<file path="config.mk">
export PLATFORM = sky130hd
export DESIGN_NAME = iir_mac_engine
export DESIGN_NICKNAME = d
export VERILOG_FILES = /design/src/rtl/iir_mac_engine.sv
export SDC_FILE = /design/constraint.sdc
export NUM_CORES = 2
export LEC_CHECK = 0
export BUFFER_PORTS_ARGS = -buffer_cell sky130_fd_sc_hd__buf_2
export CAP_MARGIN = 20
export CELL_PAD_IN_SITES_DETAIL_PLACEMENT = 1
export CELL_PAD_IN_SITES_GLOBAL_PLACEMENT = 2
export CORE_MARGIN = 10
export CORE_UTILIZATION = 37
export CTS_CLUSTER_DIAMETER = 80
export CTS_CLUSTER_SIZE = 10
export DETAILED_ROUTE_END_ITERATION = 10
export GPL_TIMING_DRIVEN = 1
export PLACE_DENSITY = 0.76
export REMOVE_ABC_BUFFERS = 1
export SLEW_MARGIN = 20
export SYNTH_ARGS = -nofsm -noshare
export SYNTH_HDL_FRONTEND = slang
export SYNTH_SLANG_ARGS = --single-unit
</file>
<file path="constraint.sdc">
create_clock -name clk -period 9.9 [get_ports clk]
set_clock_uncertainty 0.1 [all_clocks]
set_input_delay 1.98 -clock clk [delete_from_list [all_inputs] [get_ports clk]]
set_output_delay 1.98 -clock clk [all_outputs]
set_load 0.02 [all_outputs]
</file>
<file path="src/rtl/iir_mac_engine.sv">
`default_nettype none
// ============================================================================
// Module   : iir_mac_engine
// Purpose  : Time-multiplexed direct-form-I IIR engine: 10 signed MACs per
//            sample, round-half-up, saturate, valid/ready output.
// Revision : 1.0
// ============================================================================
module iir_mac_engine #(
  parameter int DW     = 16,
  parameter int A_FRAC = 13,
  parameter int B_FRAC = 11,
  parameter int ACC_W  = 40
) (
  input  logic                 clk,
  input  logic                 rst_n,
  input  logic signed [14:0]   a_c [0:5],
  input  logic signed [11:0]   b_c [0:3],
  input  logic signed [DW-1:0] s_data,
  input  logic                 s_valid,
  output logic                 s_ready,
  output logic signed [DW-1:0] m_data,
  output logic                 m_valid,
  input  logic                 m_ready,
  output logic                 sat_o
);

  localparam int c_SH = A_FRAC - B_FRAC;
  localparam logic signed [ACC_W-1:0] c_HALF = ACC_W'(1) <<< (A_FRAC - 1);
  localparam logic signed [ACC_W-1:0] c_YMAX = (ACC_W'(1) <<< (DW - 1)) - ACC_W'(1);
  localparam logic signed [ACC_W-1:0] c_YMIN = -(ACC_W'(1) <<< (DW - 1));

  typedef enum logic [1:0] {
    S_IDLE  = 2'd0,
    S_MAC   = 2'd1,
    S_ROUND = 2'd2,
    S_HOLD  = 2'd3
  } state_t;

  state_t                   r_state;
  logic [3:0]               r_tap;
  logic signed [ACC_W-1:0]  r_acc;
  logic signed [DW-1:0]     r_x [0:3];
  logic signed [DW-1:0]     r_y [0:5];

  logic [1:0]               w_bidx;
  logic [2:0]               w_aidx;
  logic signed [DW+11:0]    w_bprod;
  logic signed [DW+14:0]    w_aprod;
  logic signed [ACC_W-1:0]  w_term;
  logic signed [ACC_W-1:0]  w_sum;
  logic signed [ACC_W-1:0]  w_rnd;
  logic                     w_hi;
  logic                     w_lo;
  logic signed [DW-1:0]     w_y;

  // Taps 0..3 walk the x line with b0..b3, taps 4..9 walk the y line with a1..a6.
  assign w_bidx  = r_tap[1:0];
  assign w_aidx  = (r_tap >= 4'd4) ? 3'(r_tap - 4'd4) : 3'd0;
  assign w_bprod = b_c[w_bidx] * r_x[w_bidx];
  assign w_aprod = a_c[w_aidx] * r_y[w_aidx];
  assign w_term  = (r_tap < 4'd4) ? (ACC_W'(w_bprod) <<< c_SH) : ACC_W'(w_aprod);

  assign w_sum = r_acc + c_HALF;
  assign w_rnd = w_sum >>> A_FRAC;
  assign w_hi  = (w_rnd > c_YMAX);
  assign w_lo  = (w_rnd < c_YMIN);
  assign w_y   = w_hi ? c_YMAX[DW-1:0] : (w_lo ? c_YMIN[DW-1:0] : w_rnd[DW-1:0]);

  always_ff @(posedge clk) begin
    if (!rst_n) begin
      r_state <= S_IDLE;
      r_tap   <= '0;
      r_acc   <= '0;
      for (int i = 0; i < 4; i++) r_x[i] <= '0;
      for (int i = 0; i < 6; i++) r_y[i] <= '0;
      s_ready <= 1'b0;
      m_valid <= 1'b0;
      m_data  <= '0;
      sat_o   <= 1'b0;
    end else begin
      case (r_state)
        S_IDLE: begin
          s_ready <= 1'b1;
          if (s_valid && s_ready) begin
            for (int i = 3; i > 0; i--) r_x[i] <= r_x[i-1];
            r_x[0]  <= s_data;
            r_acc   <= '0;
            r_tap   <= '0;
            s_ready <= 1'b0;
            r_state <= S_MAC;
          end
        end
        S_MAC: begin
          r_acc <= r_acc + w_term;
          r_tap <= r_tap + 4'd1;
          // >= rather than == so a corrupted counter still leaves MAC
          if (r_tap >= 4'd9) r_state <= S_ROUND;
        end
        S_ROUND: begin
          m_data  <= w_y;
          sat_o   <= w_hi | w_lo;
          m_valid <= 1'b1;
          for (int i = 5; i > 0; i--) r_y[i] <= r_y[i-1];
          r_y[0]  <= w_y;
          r_state <= S_HOLD;
        end
        S_HOLD: begin
          if (m_ready) begin
            m_valid <= 1'b0;
            s_ready <= 1'b1;
            r_state <= S_IDLE;
          end
        end
        default: r_state <= S_IDLE;
      endcase
    end
  end

endmodule
`default_nettype wire

</file>
# Word level (Yosys, flattened, before mapping)
# Memory sizes are Yosys's and may differ from the RTL's. A register that Yosys moved wholly into a read port is not among the register bits.
# Index checks and enable logic that the tools add are counted.
# totals
word_cells	93
inputBits	158
out_inout_bits	19
mem_count	2
reg_bits	65
ram_bits	160
# mem_list
memory	words	word_bits	read_ports	rd_ports_with_merged_regs	write_ports	line	source
r_y	6	16	6	0	6	43	logic signed [DW-1:0] r_y [0:5];
r_x	4	16	4	1	4	42	logic signed [DW-1:0] r_x [0:3];
# classes
add_sub_neg	4
magnitude_cmp	7
muxes	43
n_eq_ne	6
bitwise_logic	13
reduce_logical	9
mul	2
# ops
operator	n
$mux 16	12
$mux 40	2
$pmux 40 s2	1
$bmux 15 s3	1
$add 40x14->40 const B	1
$add 40x40->40	1
$mul 15x16->31	1
$mux 15	2
$mul 12x16->28	1
$gt 27x16->1 const B	1
$lt 27x16->1 const B	1
$bmux 12 s2	1
$mux 12	2
$mux 1	11
$or 1x1->1	11
$mux 2	5
$ge 4x4->1 const B	2
$pmux 2 s4	1
$pmux 4 s2	1
$ne 2x2->1 const B	3
$reduce_and 2->1	3
$reduce_bool 2->1	3
$add 4x1->4 const B	1
$eq 2x2->1 const B	2
other kinds (13)	14

# Depth between registers and ports, before layout
# depth
ltp_word	10
depth_mapped	45
ltp_nobuf	42

# Least setup slack after synthesis
# Ideal clock, no wire load.
# synth_timing
path_type	input -> register
start	input a_c[76] (netlist bit)
end	register r_acc[39]
path_stages	31
required_time_ps	9685
setup_ps	115
t_arrival_ps	10440
slack_ps	-756
path_cell_list	nand2_1 and3_1 o32ai_1 nand2b_1 inv_1 fa_1 fa_1 fa_1 fa_1 fa_1 inv_1 fa_1 inv_1 ha_1 and3_1 and3_1 a21oi_1 o21ai_1 a211oi_1 a2111oi_0 a221oi_2 ha_1 a21o_1 a21o_1 a21oi_1 inv_1 a2111oi_2 o311ai_1 xnor2_1 mux2i_1 nand2_1
# synth_between
elab_chain_cells	7
# synth_lines
element	line	source
start: declaration	16	input logic signed [14:0] a_c [0:5],
$bmux 15 s3	60	assign w_aprod = a_c[w_aidx] * r_y[w_aidx];
$mux 15 (implied by the code) (2 in a row)	60	
$mul 15x16->31	60	
$mux 40	61	assign w_term = (r_tap < 4'd4) ? (ACC_W'(w_bprod) <<< c_SH) : ACC_W'(w_aprod);
$add 40x40->40	94	r_acc <= r_acc + w_term;
$pmux 40 s2	81	case (r_state)
end signal: assignment	94	
end: declaration	41	logic signed [ACC_W-1:0] r_acc;
# Every way passes these cells. The select of a mux whose other input is x is not followed.
# A chain may end at the register's enable or synchronous reset.

# Worst setup path in the final report
# layout_timing
start	input a_c[48] (netlist bit)
end	register r_acc[37]
# The elaborated chain is that of the path after synthesis.

==> impl_results.md <==
* # DRC at 0
* Synth Area per Inst at 9.40 µm²
* Ys async rst share at 0
* Setup WS post-layout at -254 ps
* Synth Warn # at 0
* Largest net degree at the start of global routing at 90
* Die Span Y at 299 µm
* I/O Pins at 177
* Drt first pass iters at 4
* Crit path required time at 10240 ps
* Vias in the first global route at 26900
* Most frequent cells after synthesis: inv_1, fa_1, nand2_1, nor2_1, ha_1
* TritonCTS clock tree: done
* Via Count at 23600
* Most instantiated library cell after synthesis: inv_1
* Port bufs at 176
* Horiz. Die Dim at 299 µm
* Seq cells post-synth at 227
* Slowest stage delay, CP at 560 ps
* Num Clock Sinks at 227
* Total CTS buffers at 29
* Post-synthesis cell count at 3073
* Number of enable flip-flop cells after synthesis at 160
* First-pass GRT wire length at 147000 µm
* Leading area contributor after synthesis: fa_1
* Worst Hold Class: reg -> reg
* Fin crit share at 1.03
* H-tree levels at 1
* WS Path Type: in -> reg
* Failing checks: setup timing
* Worst path arrival time at 10490 ps
* Crit-path slowest cell: fa_1
* DRT iter0 DRCs at 789
* Initial Util at 0.373
* Max Fclk at 0.0985 GHz
* Post-placement cell area at 33700 µm²
* Post-synthesis compound-gate area fraction at 0.0992
* Final hold viol count at 0
* Tmin final at 10150 ps
* Routability cong. at 0.891
* Outcome: complete, but fails checks
* Root Driver: clkbuf_16
* Synth area leaders: fa_1, edfxtp_1, ha_1, inv_1, nand2_1
* Diode count at 0
* Largest family of logic cells by synthesized area: adder cells
* Total Routing Usage GR at 0.200
* Critical path endpoint category: flop
* Routed WL at 89900 µm
* Initial antenna violation count at 0
* Placeable Area at 77500 µm²
* CTS max path bufs at 3
* Crit-path max FO at 3
* Post-Synth Simple-Gate Area at 0.162
* # rows at 102
* Fraction of the mapped netlist area in adder cells at 0.371
* Grt ovf at 0
* Proportion of layout cells with a drive suffix above 1 at 0.238
* Clock Pin Slew Worst Setup and Hold Paths at 60 ps
* Relative max-transition margin at 0.259
* Final ANT Viol Nets at 0
* RSZ-0062 raised after global routing: yes
* Max-cap check violation count at 0
* Main flop type after synthesis: edfxtp_1
* Yosys cell types at 74
* DP HPWL at 73400 µm
* Worst skew pair latency at 580 ps
* Core Util, Final at 0.463
* Final setup fails at 9
* Full die area at 89700 µm²
* Post-synthesis sequential area ratio at 0.213
* Mux contribution to synthesized area at 0.0392
* Worst Max-Slew Pin Slew at 1110 ps
* Hold-fix buffers, CTS at 0
* Area Growth Syn to Fin at 24.0%
* Final #Nets at 4345
* Slew Limit Fails at 0
* Share of the synthesized area in the top cell type at 0.287
* Final Instance Area at 35800 µm²
* Vias/cell at 5.08
* WL/cell at 19.4 µm
* Post-Synth XOR/XNOR Area at 0.0336
* Crit start category: input pin
* Post-Syn Area at 28900 µm²
## layout by cell type, fill, tap and decap left out, drive strengths merged, types with 7 or more instances in the layout
cell / synthesis / routed
a211oi: 23 / 23
a21o: 65 / 65
a21oi: 110 / 110
a22oi: 24 / 24
a31oi: 12 / 12
a32oi: 15 / 15
and2: 130 / 130
and3: 102 / 102
buf: 15 / 607
clkbuf: 117 / 44
dfxtp: 67 / 67
edfxtp: 160 / 160
fa: 414 / 414
ha: 194 / 194
inv: 497 / 499
mux2i: 49 / 49
mux4: 27 / 27
nand2: 369 / 369
nand2b: 33 / 33
nand3: 28 / 28
nand4: 12 / 12
nor2: 241 / 241
nor2b: 32 / 32
nor3: 16 / 16
o211ai: 8 / 8
o21a: 10 / 10
o21ai: 84 / 84
o21bai: 7 / 7
o31ai: 7 / 7
o32ai: 7 / 7
or2: 14 / 14
or3: 7 / 7
xnor2: 51 / 51
xor2: 60 / 60
## metal layers
layer | up-vias | routed length (µm) | part of all wire | GRT usage
met3 | 115 | 2850 | 0.032 | 0.0203
met5 | - | 0 | 0 | 0
met4 | 0 | 2290 | 0.025 | 0.0483
met2 | 396 | 46300 | 0.51 | 0.364
met1 | 12100 | 38500 | 0.43 | 0.251
li1 | 11000 | - | - | -
## flip-flops by register name, indices dropped and copies added (netlist names), named ones only
register  cells
m_data       16
m_valid       1
r_acc        40
r_state       2
r_tap         4
r_x          64
r_y          96
s_ready       1
sat_o         1
## cell families (layout without fill, tap and decap cells)
| group | count (synthesis) | count (layout) |
|---|---|---|
| adders and majority gates | 608 | 608 |
| buffers and inverters | 630 | 1156 |
| and+or+nand+nor | 994 | 994 |
| DFF | 227 | 227 |
| xor gates and xnor gates | 111 | 111 |
| muxes | 79 | 79 |
| AOI/OAI and AO/OA | 424 | 424 |
## cell type report
cell class | count | area (µm²)
inverter | 498 | 1870
clock inverter | 7 | 60.1
sequential | 227 | 6150
timing repair buffer | 607 | 4430
tap | 1040 | 1300
fill | 8934 | 41600
multi-input combinational | 2216 | 21200
clock buffer | 44 | 792
## critical path, delay by kind of cell
kind / cells / cell delay (ps)
AO/OA/AOI/OAI: 17 / 3170
buffers and inverters: 10 / 790
AND/OR/NAND/NOR: 4 / 480
XOR/XNOR: 2 / 370
adder cells (fa/ha/maj): 8 / 3700
## path summary, 6_finish.rpt
| path | start | end | slack, ps | cells past startpoint |
|---|---|---|---|---|
| max | a_c[48] | r_acc[37] | -250 | 41 |
| min | m_data[15] | m_data[15] | 360 | 1 |
| max reg2reg | r_tap[3] | r_acc[37] | 200 | 42 |
| min reg2reg | m_data[15] | m_data[15] | 360 | 1 |
## what timing repair did
action                     CTS  global route
gates resized for setup     96           102
setup endpoints to repair   16            18
cloned                       1             0
setup buffers               30            24
pin swaps                  108            99
## per-stage QoR
step           instances  setup slack (ps)  setup TNS (ps)  hold WS, ps
6_report            4639              -254           -1080          356
5_1_grt             4639              -609           -5240          372
4_1_cts             4620             -99.2            -265          361
3_5_place_dp        4540             -1290          -17450          347
3_3_place_gp        4540             -1240          -16300          338
2_1_floorplan       2941             -3230          -61400          351
Power is left out: the tool's default activity adds up to more than one toggle a clock period on the data nets, which glitch-free logic cannot reach.
